==> src/rtl/rr_decoder_arbiter.sv <==
// ============================================================================
// rr_decoder_arbiter
// ----------------------------------------------------------------------------
// Four-requester round-robin arbiter that shares one decoder-addressed
// resource among four clients. The winner index drives grant_addr, and a
// registered one-hot grant drives the four decoder enables.
//
// An owner keeps the grant for as long as it holds its request. Every change
// of ownership goes through one all-zero cycle (break-before-make), so two
// enables are never high together. The round-robin pointer always points just
// past the last owner.
//
// Optional feature (compile-time macro): ARB_HOLD_LIMIT_EN
//   When defined, an owner is force-released after MAX_HOLD consecutive grant
//   cycles and timeout pulses for one cycle. When undefined, there is no
//   counter logic, tenure is unbounded, and timeout is constant 0.
//
// Parameters
//   MAX_HOLD     max consecutive grant cycles per owner (1..255)
//   HOLD_W       hold counter width, 2**HOLD_W > MAX_HOLD
//
// Ports
//   clk          in   rising-edge clock
//   reset        in   synchronous, active-high reset
//   req[3:0]     in   request per client
//   grant[3:0]   out  registered one-hot grant, 4'b0000 when idle
//   grant_addr   out  encoded owner index, 2'b00 when idle
//   grant_valid  out  high whenever grant is non-zero (decoder enable)
//   timeout      out  one-cycle pulse on a forced release
// ============================================================================
module rr_decoder_arbiter #(
    parameter int unsigned MAX_HOLD = 8,
    parameter int unsigned HOLD_W   = 8
) (
    input  logic       clk,
    input  logic       reset,
    input  logic [3:0] req,
    output logic [3:0] grant,
    output logic [1:0] grant_addr,
    output logic       grant_valid,
    output logic       timeout
);

    // Parameter legality is checked once at elaboration.
    localparam bit PARAMS_OK = (MAX_HOLD >= 1) && (MAX_HOLD <= 255) &&
                               ((2 ** HOLD_W) > MAX_HOLD);

    if (!PARAMS_OK) begin : g_bad_params
        $error("rr_decoder_arbiter: illegal MAX_HOLD/HOLD_W combination");
    end

    typedef enum logic {
        ST_IDLE  = 1'b0,
        ST_GRANT = 1'b1
    } state_t;

    state_t      state_r;
    state_t      state_s;
    logic [3:0]  grant_r;
    logic [3:0]  grant_s;
    logic [1:0]  addr_r;
    logic [1:0]  addr_s;
    logic        valid_r;
    logic        valid_s;
    logic        timeout_r;
    logic        timeout_s;
    logic [1:0]  ptr_r;
    logic [1:0]  ptr_s;
    logic        win_found_s;
    logic [1:0]  win_idx_s;
    logic        hold_expire_s;

    // Two-bit index to one-hot decoder enable.
    function automatic logic [3:0] onehot4(input logic [1:0] idx);
        logic [3:0] oh;
        oh = 4'b0001 << idx;
        return oh;
    endfunction

    // Round-robin scan: first requester at ptr, ptr+1, ptr+2, ptr+3 (2-bit wrap).
    // Scanning from the farthest offset down lets the nearest hit win.
    always_comb begin
        logic [1:0] cand;
        win_found_s = 1'b0;
        win_idx_s   = 2'b00;
        cand        = 2'b00;
        for (int k = 3; k >= 0; k--) begin
            cand = ptr_r + 2'(k);
            if (req[cand]) begin
                win_found_s = 1'b1;
                win_idx_s   = cand;
            end else begin
                win_found_s = win_found_s;
            end
        end
    end

`ifdef ARB_HOLD_LIMIT_EN
    logic [HOLD_W-1:0] hold_cnt_r;
    logic [HOLD_W-1:0] hold_cnt_s;

    // Tenure limit reached on this edge (counter started at 0 on the grant edge).
    always_comb begin
        hold_expire_s = (hold_cnt_r == HOLD_W'(MAX_HOLD - 1));
    end
`else
    // Without the hold limit a tenure never expires.
    always_comb begin
        hold_expire_s = 1'b0;
    end
`endif

    // Next-state and next-output logic for the IDLE/GRANT machine.
    always_comb begin
        state_s   = state_r;
        grant_s   = grant_r;
        addr_s    = addr_r;
        valid_s   = valid_r;
        timeout_s = 1'b0;
        ptr_s     = ptr_r;
`ifdef ARB_HOLD_LIMIT_EN
        hold_cnt_s = hold_cnt_r;
`endif
        case (state_r)
            ST_IDLE: begin
                if (win_found_s) begin
                    state_s = ST_GRANT;
                    grant_s = onehot4(win_idx_s);
                    addr_s  = win_idx_s;
                    valid_s = 1'b1;
`ifdef ARB_HOLD_LIMIT_EN
                    hold_cnt_s = {HOLD_W{1'b0}};
`endif
                end else begin
                    grant_s = 4'b0000;
                    addr_s  = 2'b00;
                    valid_s = 1'b0;
                end
            end
            ST_GRANT: begin
                // Natural release is checked first so it wins over a timeout
                // on the same edge. Either release leaves one bubble cycle.
                if (!req[addr_r]) begin
                    state_s = ST_IDLE;
                    grant_s = 4'b0000;
                    addr_s  = 2'b00;
                    valid_s = 1'b0;
                    ptr_s   = addr_r + 2'd1;
                end else if (hold_expire_s) begin
                    state_s   = ST_IDLE;
                    grant_s   = 4'b0000;
                    addr_s    = 2'b00;
                    valid_s   = 1'b0;
                    ptr_s     = addr_r + 2'd1;
                    timeout_s = 1'b1;
                end else begin
`ifdef ARB_HOLD_LIMIT_EN
                    hold_cnt_s = hold_cnt_r + {{(HOLD_W-1){1'b0}}, 1'b1};
`endif
                    state_s = ST_GRANT;
                end
            end
            default: begin
                state_s = ST_IDLE;
                grant_s = 4'b0000;
                addr_s  = 2'b00;
                valid_s = 1'b0;
                ptr_s   = 2'b00;
            end
        endcase
    end

    // State, pointer and registered outputs; reset drops any grant immediately.
    always_ff @(posedge clk) begin
        if (reset) begin
            state_r   <= ST_IDLE;
            grant_r   <= 4'b0000;
            addr_r    <= 2'b00;
            valid_r   <= 1'b0;
            timeout_r <= 1'b0;
            ptr_r     <= 2'b00;
        end else begin
            state_r   <= state_s;
            grant_r   <= grant_s;
            addr_r    <= addr_s;
            valid_r   <= valid_s;
            timeout_r <= timeout_s;
            ptr_r     <= ptr_s;
        end
    end

`ifdef ARB_HOLD_LIMIT_EN
    // Consecutive grant-cycle counter for the current owner.
    always_ff @(posedge clk) begin
        if (reset) begin
            hold_cnt_r <= {HOLD_W{1'b0}};
        end else begin
            hold_cnt_r <= hold_cnt_s;
        end
    end
`endif

    assign grant       = grant_r;
    assign grant_addr  = addr_r;
    assign grant_valid = valid_r;
    assign timeout     = timeout_r;

endmodule

==> config.mk <==
export PLATFORM = sky130hd
export DESIGN_NAME = rr_decoder_arbiter
export DESIGN_NICKNAME = d
export VERILOG_FILES = /design/src/rtl/rr_decoder_arbiter.sv
export SDC_FILE = /design/constraint.sdc
export NUM_CORES = 1
export LEC_CHECK = 0
export BUFFER_PORTS_ARGS = -buffer_cell sky130_fd_sc_hd__buf_2
export CORE_AREA = 4 4 41 43
export DETAILED_ROUTE_END_ITERATION = 10
export DIE_AREA = 0 0 45 47
export PLACE_DENSITY = 0.69
export RECOVER_POWER = 25
export SLEW_MARGIN = 0
export SYNTH_ARGS = -nofsm -noshare
export SYNTH_HDL_FRONTEND = slang
export SYNTH_SLANG_ARGS = --single-unit
==> constraint.sdc <==
create_clock -name clk -period 2.8 [get_ports clk]
set_clock_uncertainty 0.05 [all_clocks]
set_input_delay 0.28 -clock clk [delete_from_list [all_inputs] [get_ports clk]]
set_output_delay 0.28 -clock clk [all_outputs]
set_load 0.01 [all_outputs]
==> results of run 1 <==
## area by class of cell
type | count | share of cell area, %
clock buffers | 4 | 5.71
inverters | 2 | 1.18
multi-input cells | 46 | 50.0
flip-flops and latches | 10 | 31.5
well taps | 15 | 2.95
repair buffers | 12 | 8.66
## logic make-up (layout without fill, tap and decap cells)
family / count (synthesis) / count (layout) / synth area share, %
multiplexers: 5 / 5 / 12.4
flip-flops: 10 / 10 / 36.7
buffers and inverters: 6 / 18 / 5.05
XOR/XNOR: 1 / 1 / 1.61
AND/OR/NAND/NOR: 23 / 23 / 23.4
other: 1 / 1 / 0.687
AO/OA/AOI/OAI: 16 / 16 / 20.2
## synthesized netlist by cell type
master / instances
dfxtp_1: 10
or2_4: 1
mux2_2: 1
nor2_1: 8
inv_1: 2
and2_1: 1
or4_4: 1
o2bb2ai_1: 1
o31ai_1: 2
buf_4: 1
nand3b_1: 4
o22a_1: 1
conb_1: 1
a211oi_1: 1
nor4_1: 1
o221ai_1: 1
buf_2: 1
o21a_1: 1
nand2_1: 3
xor2_1: 1
a21oi_1: 6
mux2i_1: 3
clkbuf_1: 2
mux4_1: 1
o41ai_1: 2
nor3_1: 1
nand2b_1: 3
o22ai_1: 1
## state kept, by name, indices dropped and copies added (netlist names)
signal and cells:
grant_valid 1, grant 4, ptr_r 2, grant_addr 2, state_r 1
## critical path, delay by kind of cell, from the launching register on
kind / cells / cell delay [ns]
AO/OA/AOI/OAI: 1 / 0.22
flip-flops: 1 / 0.47
multiplexers: 1 / 0.23
AND/OR/NAND/NOR: 2 / 0.61
## worst max-delay path by stage
stage	end	slack, ns	cells past startpoint
floorplan	grant[1]	1.25	5
global placement	grant[3]	1.20	4
detailed placement	grant[1]	1.16	4
CTS	grant[1]	1.13	4
global route	grant[3]	1.01	4
finish	grant[1]	1.13	4
## where the power goes
| part | leakage [nW] | internal (W) | switching [W] | total, W |
|---|---|---|---|---|
| logic | 0.148 | 0.0000293 | 0.0000359 | 0.0000652 |
| registers | 0.0821 | 0.000152 | 0.00000950 | 0.000162 |
| clock network | 0.0210 | 0.0000789 | 0.0000512 | 0.000130 |
## layout by cell type (no fill, tap or decap), drive strengths merged, types with 2 or more instances in the layout
cell	count
nand2	3
o41ai	2
nand2b	3
a21oi	6
mux2i	3
clkbuf	8
nand3b	4
inv	2
nor2	8
buf	8
o31ai	2
dfxtp	10
## routing by layer
| metal | up-vias | share of wire [%] | global-route usage (%) | wire [µm] |
|---|---|---|---|---|
| met1 | 234 | 52 | 14.3 | 607 |
| li1 | 249 | - | - | - |
| met2 | 10 | 42 | 20.3 | 494 |
| met4 | 0 | 1.1 | 5.26 | 13 |
| met5 | - | 0 | 0 | 0 |
| met3 | 2 | 4.3 | 5.75 | 50 |
## metrics by stage
stage	instances	cell area, µm²	setup slack (ns)
after floorplan	62	546	1.25
after global placement	85	604	1.20
after detailed placement	85	604	1.16
after CTS	89	641	1.13
after global routing	89	636	1.01
final	89	636	1.13
==> impl_metrics.py, run 1 <==
metrics = {
    "route": {
        "drt-total-wl_um": 1170,
        "avgRoutedWirePerCell_um": 13.1,
        "vias_per_cell": 5.56,
        "drc": 0,
        "drtPass1Iterations": 4,
        "routed-via-count": 495,
        "ant_nets": 0,
        "drt-initial-drc-count": 9,
    },
    "clocking": {
        "cts_num_sinks": 10,
        "clkTransAtPathRegs_ns": 0.07,
        "cts_buffers": 3,
        "cts_root_buffer": "clkbuf_4",
        "cts_max_path_buffers": 2,
        "postCtsSetupBuffers": 0,
        "cts.repair.resized": 0,
        "h-tree-depth": 1,
        "clk_latency_ns": 0.27,
        "tritoncts": "done",
        "ctsHoldBuffers": 0,
    },
    "power_and_ir_drop": {
        "cellLeakagePower_nw": 0.251,
        "fin_total_pwr_w": 0.000357,
        "peakVddDrop_uv": 286,
        "pwr_density_cell_nw_per_um2": 562,
    },
    "synth": {
        "ys_warn_count": 0,
        "synth_area_um2": 546,
        "synthDistinctLibCells": 28,
        "synth_top_area_share_pct": 36.7,
        "syn_avg_cell_area_um2": 8.80,
        "synthCells": 62,
        "syn_nets": 68,
        "seq_area_frac_synth_pct": 36.7,
        "synth_top_area_cell": "dfxtp_1",
        "ys_ff_latch": 10,
        "synthTopCellsByArea": "dfxtp_1, a21oi_1, mux2i_1, nand3b_1, nor2_1",
    },
    "die": {
        "ios": 14,
        "initial_core_util_pct": 41.9,
        "coreArea_um2": 1300,
        "die_x_um": 45,
        "fp.dieH_um": 47,
        "dieArea_um2": 2120,
        "rows": 13,
    },
    "place": {
        "gp_congestion": 0.800,
        "io_buffers": 12,
        "hpwlAfterDp_um": 861,
    },
    "sta": {
        "max_freq_ghz": 0.599,
        "slew_headroom_pct": 65.1,
        "fin_hold_ws_ns": 0.294,
        "hold_violations": 0,
        "rsz0062_at_grt": "no",
        "worst_slew_pin_slew_ns": 0.523,
        "period_share_pct": 59.6,
        "post-route-min-period_ns": 1.67,
        "slew_viol_final": 0,
        "finalSetupTns_ns": 0,
        "finalSetupViolations": 0,
    },
    "critical_path": {
        "endpoint_kind": "flop",
        "cp-startpoint": "ptr_r[1]",
        "start_kind": "flop",
        "reg2reg_to": "grant[1]",
        "critPathRequiredTime_ns": 2.93,
        "rrSetupSlack_ns": 1.13,
        "crit_chain": "mux2i_1, nor2_1, or4_4, o31ai_1",
        "r2r_cells": 4,
        "crit_fanout": 8,
        "r2r-start": "ptr_r[1]",
        "cp_slowest_cell": "or4_4",
        "max_stage_delay_ns": 0.54,
        "critical_path_arrival_ns": 1.80,
        "critPathKind": "reg2reg",
    },
    "worst_hold_path": {
        "worstHoldPathType": "in2reg",
        "holdPathStages": 2,
        "min_from": "reset",
        "min_to": "grant_valid",
    },
    "global_route": {
        "grt_pass1_vias": 433,
        "antenna_found_initial": 0,
        "grt_max_degree": 15,
        "grt_pass1_wl_um": 1860,
        "track_usage_pct": 12.5,
        "grt.overflow.total": 0,
    },
    "status": {
        "status": "finished clean",
    },
    "flow_run": {
        "maxCapViolations": 0,
    },
    "finish": {
        "diodes": 0,
        "register_area_um2": 200,
        "nNetsFinal": 81,
        "syn2layout_area_growth_pct": 16.5,
        "utilization_pct": 48.8,
        "drive_above_1_share_pct": 20.3,
        "multi_input_area_um2": 318,
        "nFillCells": 134,
    },
}
Power figures use the tool's default switching activity.
==> inputs of run 2 (changes only) <==
Clock period 2.8 ns to 1.66 ns, I/O delays scaled along.
==> impl_metrics.py, run 2 (same netlist as run 1, synthesis figures left out) <==
metrics = {
    "status": {
        "status": "finished clean",
    },
    "power_and_ir_drop": {
        "cellLeakagePower_nw": 0.266,
        "peakVddDrop_uv": 510,
        "p_sw_share_pct": 27.4,
        "p_seq_share_pct": 43.9,
        "p_clk_share_pct": 36.4,
        "switchingPower_w": 0.000169,
        "pwr-share-comb_pct": 19.7,
        "pwr_density_cell_nw_per_um2": 935,
        "p_int_w": 0.000446,
    },
    "route": {
        "drtPass1Iterations": 4,
        "drc": 0,
        "routed-via-count": 492,
        "vias_per_cell": 5.35,
        "avgRoutedWirePerCell_um": 13.2,
        "ant_nets": 0,
        "drt-initial-drc-count": 3,
        "drt-total-wl_um": 1210,
    },
    "clocking": {
        "postCtsSetupBuffers": 0,
        "cts_num_sinks": 10,
        "cts.repair.resized": 0,
        "cts_buffers": 3,
        "clk_latency_ns": 0.28,
        "h-tree-depth": 1,
        "ctsHoldBuffers": 0,
        "cts_max_path_buffers": 2,
        "tritoncts": "done",
        "cts_root_buffer": "clkbuf_4",
        "clkTransAtPathRegs_ns": 0.07,
    },
    "sta": {
        "rsz0062_at_grt": "no",
        "slew_viol_final": 0,
        "post-route-min-period_ns": 1.55,
        "max_freq_ghz": 0.645,
        "hold_violations": 0,
        "period_share_pct": 93.4,
        "finalSetupTns_ns": 0,
        "finalSetupViolations": 0,
    },
    "global_route": {
        "grt_pass1_vias": 495,
        "grt_max_degree": 15,
        "track_usage_pct": 14.6,
        "grt_pass1_wl_um": 2150,
        "antenna_found_initial": 0,
        "grt.overflow.total": 0,
    },
    "finish": {
        "syn2layout_area_growth_pct": 20.6,
        "design_area_um2": 658,
        "drive_above_1_share_pct": 23.4,
        "nFillCells": 134,
        "diodes": 0,
        "final_common_cell": "dfxtp_1",
        "layout_common_cells": "dfxtp_1, nor2_1, buf_2",
        "nNetsFinal": 84,
        "largest_reg_flops": 4,
    },
    "critical_path": {
        "critPathKind": "reg2reg",
        "cp-startpoint": "ptr_r[1]",
        "crit_fanout": 4,
        "r2r-start": "ptr_r[1]",
        "start_kind": "flop",
        "endpoint_kind": "flop",
        "critPathRequiredTime_ns": 1.81,
        "critical_path_arrival_ns": 1.70,
    },
    "die": {
        "die_x_um": 45,
        "initial_core_util_pct": 41.9,
        "fp.dieH_um": 47,
        "coreArea_um2": 1300,
        "dieArea_um2": 2120,
        "ios": 14,
        "rows": 13,
    },
    "place": {
        "io_buffers": 12,
        "hpwlAfterDp_um": 893,
        "gp_congestion": 0.841,
        "placed_area_um2": 627,
    },
    "worst_hold_path": {
        "worstHoldPathType": "in2reg",
        "min_from": "reset",
    },
    "flow_run": {
        "maxCapViolations": 0,
    },
}
[run 2: cell count changes in the layout (fill, tap and decap cells not counted)]
cell,before,now
buf_4,0,3
[run 2: worst paths after layout]
| path | end | slack (ns) | depth (start not counted) |
|---|---|---|---|
| setup / recovery | grant[3] | 0.11 | 4 |
| hold / removal | ptr_r[1] | 0.16 | 2 |
| setup reg to reg | grant[3] | 0.11 | 4 |
| hold reg to reg | grant[3] | 0.44 | 2 |
[run 2: cell type report]
| cell class | count | area, µm² | share of cell area [%] |
|---|---|---|---|
| multi-input cells | 46 | 318 | 48.3 |
| flip-flops and latches | 10 | 200 | 30.4 |
| repair buffers | 15 | 77.6 | 11.8 |
| clock buffers | 4 | 36.3 | 5.51 |
| well taps | 15 | 18.8 | 2.85 |
| inverters | 2 | 7.51 | 1.14 |
[run 2: power groups by stage]
| stage | Sequential [W] | Clock [W] | Combinational (W) |
|---|---|---|---|
| 6_report | 0.000270 | 0.000224 | 0.000121 |
| 5_1_grt | 0.000273 | 0.000239 | 0.000136 |
| 4_1_cts | 0.000270 | 0.000228 | 0.000123 |
| 3_5_place_dp | 0.000276 | 0 | 0.000122 |
| 3_3_place_gp | 0.000274 | 0 | 0.000121 |
| 2_1_floorplan | 0.000278 | 0 | 0.0000767 |
[run 2: routing by layer]
metal | up-vias | GRT usage [%] | share of wire [%]
li1 | 254 | - | -
met1 | 218 | 16.6 | 48
met2 | 15 | 22.9 | 42
met3 | 5 | 3.83 | 6.3
met4 | 0 | 12.3 | 3.3
met5 | - | 0 | 0
[run 2: per-stage QoR]
| stage | total power (W) | hold WS [ns] | utilization (%) | setup WS, ns | std cells |
|---|---|---|---|---|---|
| finish | 0.000615 | 0.157 | 50.6 | 0.110 | 92 |
| CTS | 0.000621 | 0.158 | 51.0 | 0.102 | 92 |
| global route | 0.000648 | 0.183 | 50.6 | 0.00967 | 92 |
| detailed placement | 0.000398 | 0.420 | 48.2 | 0.117 | 88 |
| global placement | 0.000395 | 0.419 | 48.2 | 0.141 | 88 |
| floorplan | 0.000354 | 0.218 | - | 0.113 | 62 |
[run 2: critical path, stage by stage (launching register included)]
cell and delay, ns:
dfxtp_1 0.39, mux2i_1 0.20, nor2_1 0.07, or4_4 0.55
o31ai_1 0.22
